$ cat src/rtl/nrisc_pkg.sv
// Shared NRISC definitions: datapath width, execute-op encodings, writeback FSM states.
package nrisc_pkg;

  localparam int NRISC_TAM = 16;

  localparam logic [1:0] OP_NOP  = 2'b00;
  localparam logic [1:0] OP_ALU  = 2'b01;
  localparam logic [1:0] OP_LOAD = 2'b10;

  typedef enum logic {IDLE, LOAD_WAIT} wb_state_t;

  // R0 is hardwired zero and R1 lives outside the file, so neither takes a write.
  function automatic logic rfd_writable(input logic [3:0] rfd);
    return rfd > 4'd1;
  endfunction

endpackage

$ cat src/rtl/nrisc_wb_timeout.sv
// Load-wait watchdog: down-counter loaded on load accept, flags expiry at zero.
module nrisc_wb_timeout #(
  parameter int TIMEOUT = 15
) (
  input  logic clk,
  input  logic rst,
  input  logic load,
  input  logic en,
  output logic expired
);

  localparam int CW = $clog2(TIMEOUT + 1);

  logic [CW-1:0] cnt;

  // Loaded with TIMEOUT-1 so expiry lands on the TIMEOUT-th request cycle.
  always_ff @(posedge clk or negedge rst) begin
    if (!rst)                  cnt <= '0;
    else if (load)             cnt <= CW'(TIMEOUT - 1);
    else if (en && cnt != '0)  cnt <= cnt - 1'b1;
  end

  assign expired = (cnt == '0);

endmodule

$ cat src/rtl/nrisc_writeback.sv
// NRISC writeback stage: ALU results and load data into the register-file write port.
// Optional load timeout with wb_err pulse is built when NRISC_WB_TIMEOUT_EN is defined.
import nrisc_pkg::*;

module nrisc_writeback #(
  parameter int TAM     = NRISC_TAM,
  parameter int TIMEOUT = 15
) (
  input  logic           clk,
  input  logic           rst,
  input  logic           ex_valid,
  output logic           ex_ready,
  input  logic [1:0]     ex_op,
  input  logic [TAM-1:0] ex_data,
  input  logic [3:0]     ex_rfd,
  output logic           mem_req,
  output logic [TAM-1:0] mem_addr,
  input  logic [TAM-1:0] mem_rdata,
  input  logic           mem_ack,
  output logic [TAM-1:0] REG_D,
  output logic [3:0]     REG_RFD,
  output logic           REG_Write,
  output logic           wb_busy,
  output logic           wb_err
);

  wb_state_t  state, state_nx;
  logic [3:0] pend_rfd;
  logic       take_alu, take_load, ld_done, ld_abort, expired;

  always_ff @(posedge clk or negedge rst) begin
    if (!rst) state <= IDLE;
    else      state <= state_nx;
  end

  always_comb begin
    state_nx  = state;
    ex_ready  = 1'b0;
    take_alu  = 1'b0;
    take_load = 1'b0;
    ld_done   = 1'b0;
    ld_abort  = 1'b0;
    case (state)
      IDLE: begin
        ex_ready = rst;
        if (ex_valid && rst) begin
          if (ex_op == OP_ALU) take_alu = 1'b1;
          else if (ex_op == OP_LOAD) begin
            take_load = 1'b1;
            state_nx  = LOAD_WAIT;
          end
        end
      end
      LOAD_WAIT: begin
        // A late ack on the expiry cycle still completes the load.
        if (mem_ack) begin
          ld_done  = 1'b1;
          state_nx = IDLE;
        end else if (expired) begin
          ld_abort = 1'b1;
          state_nx = IDLE;
        end
      end
      default: state_nx = IDLE;
    endcase
  end

  always_ff @(posedge clk or negedge rst) begin
    if (!rst) begin
      REG_D     <= '0;
      REG_RFD   <= '0;
      REG_Write <= 1'b0;
      mem_req   <= 1'b0;
      mem_addr  <= '0;
      pend_rfd  <= '0;
    end else begin
      REG_Write <= (take_alu && rfd_writable(ex_rfd)) || (ld_done && rfd_writable(pend_rfd));
      if (take_alu && rfd_writable(ex_rfd)) begin
        REG_D   <= ex_data;
        REG_RFD <= ex_rfd;
      end
      if (ld_done && rfd_writable(pend_rfd)) begin
        REG_D   <= mem_rdata;
        REG_RFD <= pend_rfd;
      end
      if (take_load) begin
        mem_addr <= ex_data;
        pend_rfd <= ex_rfd;
        mem_req  <= 1'b1;
      end else if (ld_done || ld_abort) begin
        mem_req  <= 1'b0;
      end
    end
  end

  assign wb_busy = mem_req;

`ifdef NRISC_WB_TIMEOUT_EN
  nrisc_wb_timeout #(.TIMEOUT(TIMEOUT)) u_timeout (
    .clk     (clk),
    .rst     (rst),
    .load    (take_load),
    .en      (state == LOAD_WAIT && !mem_ack),
    .expired (expired)
  );

  always_ff @(posedge clk or negedge rst) begin
    if (!rst) wb_err <= 1'b0;
    else      wb_err <= ld_abort;
  end
`else
  logic unused_timeout;
  assign unused_timeout = ^TIMEOUT;
  assign expired        = 1'b0;
  assign wb_err         = 1'b0;
`endif

endmodule

$ cat config.mk
export PLATFORM = sky130hd
export DESIGN_NAME = nrisc_writeback
export DESIGN_NICKNAME = d
export VERILOG_FILES = /design/src/rtl/nrisc_pkg.sv /design/src/rtl/nrisc_wb_timeout.sv /design/src/rtl/nrisc_writeback.sv
export SDC_FILE = /design/constraint.sdc
export NUM_CORES = 1
export LEC_CHECK = 0
export ABC_AREA = 1
export CAP_MARGIN = 20
export CORE_ASPECT_RATIO = 0.8
export CORE_MARGIN = 8
export CORE_UTILIZATION = 29
export DETAILED_ROUTE_END_ITERATION = 16
export GPL_TIMING_DRIVEN = 0
export MAX_ROUTING_LAYER = met4
export SYNTH_ARGS = -nofsm -noshare
export SYNTH_HDL_FRONTEND = slang
export SYNTH_SLANG_ARGS = --single-unit
$ cat constraint.sdc
create_clock -name clk -period 2.22 [get_ports clk]
set_input_delay 0.444 -clock clk [delete_from_list [all_inputs] [get_ports clk]]
set_output_delay 0.444 -clock clk [all_outputs]
set_load 0.05 [all_outputs]
==> impl_metrics.csv <==
group,metric,value,unit
timing,setup_tns,0,ps
layout,mostFrequentLayoutCells,"nand2_1 (106), clkdlybuf4s50_1 (79), dfrtp_1 (43)",
cts,tritoncts,"done",
yosys,synth_area,2040,µm²
status,status,"completed",
layout,layout_commonest_cell,"nand2_1",
cts,clock-sinks,43,
pwr,swShare,43.7,%
yosys,syn_avg_cell_area,7.79,µm²
timing,skew,6.58,ps
critical_path,crit_path_end_kind,"primary output",
critical_path,crit_cells,2,
critical_path,cp_slowest_cell,"clkdlybuf4s50_1",
route,wire_per_inst,13.8,µm
layout,drive_gt1_share,7.95,%
pwr,p_leak,1.56,nW
route,firstDrtPassIters,4,
global_routing,grt_overflow_total,0,
cts,cts_root_buf,"clkbuf_8",
place,dpl.cell_count,431,
critical_path,path_cells,"buf_4 -> clkdlybuf4s50_1",
route,drtAntennaViolNets,0,
route,routed_via_density,4.29,
pwr,power.density,1040,nW/µm²
critical_path,cp_top_family,"buffers and inverters",
timing,finalSetupViolations,0,
cts,htree_levels,2,
die,die_h,91.0,µm
critical_path,crit_path_max_fanout,3,
die,die_area,9990,µm²
die,core,6860,µm²
critical_path,crit_arrival,1550,ps
timing,fmax,0.501,GHz
timing,hold_viol,0,
worst_hold_path,hp-class,"in2async",
place,gp_congestion,0.789,
global_routing,grtUsageTotal,12.8,%
timing,worstMarginPinSlew,524,ps
layout,nNetsFinal,393,
pwr,seq_power_share,34.8,%
route,vias,1885,
critical_path,start_kind,"flip-flop",
pwr,finalPower,3.20,mW
layout,fin_cells,439,
yosys,syn_inst,262,
critical_path,r2r_cells,5,
global_routing,grt_pass1_wl,9870,µm
yosys,synth_seq_cells,43,
global_routing,grt_max_degree,29,
critical_path,r2r_slack,890,ps
global_routing,antenna_found_initial,0,
route,routed_wl,6060,µm
place,io_buffer_count,81,
pwr,pwr-share-clk,16.9,%
die,placementRows,27,
timing,fin_crit,2000,ps
global_routing,grt_pass1_vias,1906,
place,dp_hpwl,4910,µm
timing,slew_headroom,65.0,%
timing,rsz0062_at_grt,"false",
yosys,synth_fp_nets,304,
layout,utilization,44.8,%
layout,syn_to_final_growth,50.5,%
critical_path,cpPeakStageDelay,790,ps
pwr,internal_power,1.80,mW
timing,fin_crit_sh,90.0,%
route,drt_iter0_drc,77,
cts,clock_latency,290,ps
die,die_w,110,µm
timing,slew_violations,0,
cts,post_cts_buffers,0,
pwr,ir_drop,0.000477,V
pwr,p_comb_share,48.3,%
cts,clk_pin_slew,80,ps
critical_path,required,1780,ps
timing,whs,76.8,ps
yosys,yosysUniqueCellTypes,15,
pwr,switching_power,1.40,mW
die,start_util,29.8,%
cts,cts_buffer_depth,2,
die,io_pins,83,
yosys,ys_warn_count,0,
cts,cts_buffers,5,
critical_path,critPathBufInv,2,
job,cap_violations,0,
critical_path,critical_path_class,"reg2out",
route,drc,0,
yosys,synth_seq_area_share,52.7,%
layout,diodes,0,
==> per-layer routing <==
metal	vias up	wire length (µm)	track usage [%]
li1	991	-	-
met1	855	2770	16.0
met2	37	2930	19.8
met3	2	326	3.32
met4	0	38	3.37
met5	-	0	-
==> cell families after synthesis <==
logic type / after synthesis / share of synthesized area (%)
DFF: 43 / 52.7
AOI/OAI and AO/OA: 22 / 5.40
buffers and inverters: 42 / 9.75
other: 1 / 0.184
and+or+nand+nor: 154 / 31.9
==> sequential cells by signal (all words and copies together) (netlist names) <==
signal / flops
REG_D: 16
state: 1
mem_req: 1
REG_Write: 1
pend_rfd: 4
mem_addr: 16
REG_RFD: 4
==> metrics by stage <==
step	cell area, µm²	setup slack [ps]
finish	3070	222
global route	3070	116
CTS	3070	18.1
detailed placement	2980	-270
global placement	2960	-1690
floorplan	2040	666
==> Yosys cell counts, drive strengths merged <==
cell	count	area share (%)
buf	13	4.4
clkbuf	4	0.74
conb	1	0.18
dfrtp	43	53
inv	25	4.6
nand2	108	21
nand3	41	10
nor2	5	1.0
o21ai	22	5.4
==> repair_timing <==
| item | CTS | global route |
|---|---|---|
| endpoints found under the setup margin | 1 | 1 |
| hold buffers | 0 | 0 |
| gates cloned | 0 | 0 |
| resized for setup | 1 | 2 |
==> power groups by stage <==
stage	Combinational [mW]	Sequential, mW	Clock [mW]
floorplan	0.303	1.79	0
global placement	1.56	1.12	0
detailed placement	1.56	1.13	0
CTS	1.57	1.12	0.553
global route	1.64	1.14	0.593
finish	1.55	1.11	0.539
==> area by class of cell <==
type / count / area [µm²]
buffer: 17 / 105
clock buffer: 8 / 100
fill: 699 / 3790
inverter: 25 / 93.8
multi-input combinational: 177 / 766
sequential: 43 / 1080
tap: 87 / 109
timing repair buffer: 82 / 821
==> final timing paths <==
kind                                   from           to
max in group asynchronous               rst  mem_addr[5]
min in group clk                mem_addr[5]  mem_addr[5]
worst max register to register        state     REG_D[4]
worst min-delay path                    rst     REG_D[4]
worst max-delay path                mem_req      wb_busy
worst min register to register  mem_addr[5]  mem_addr[5]
(Power assumes the default switching activity.)
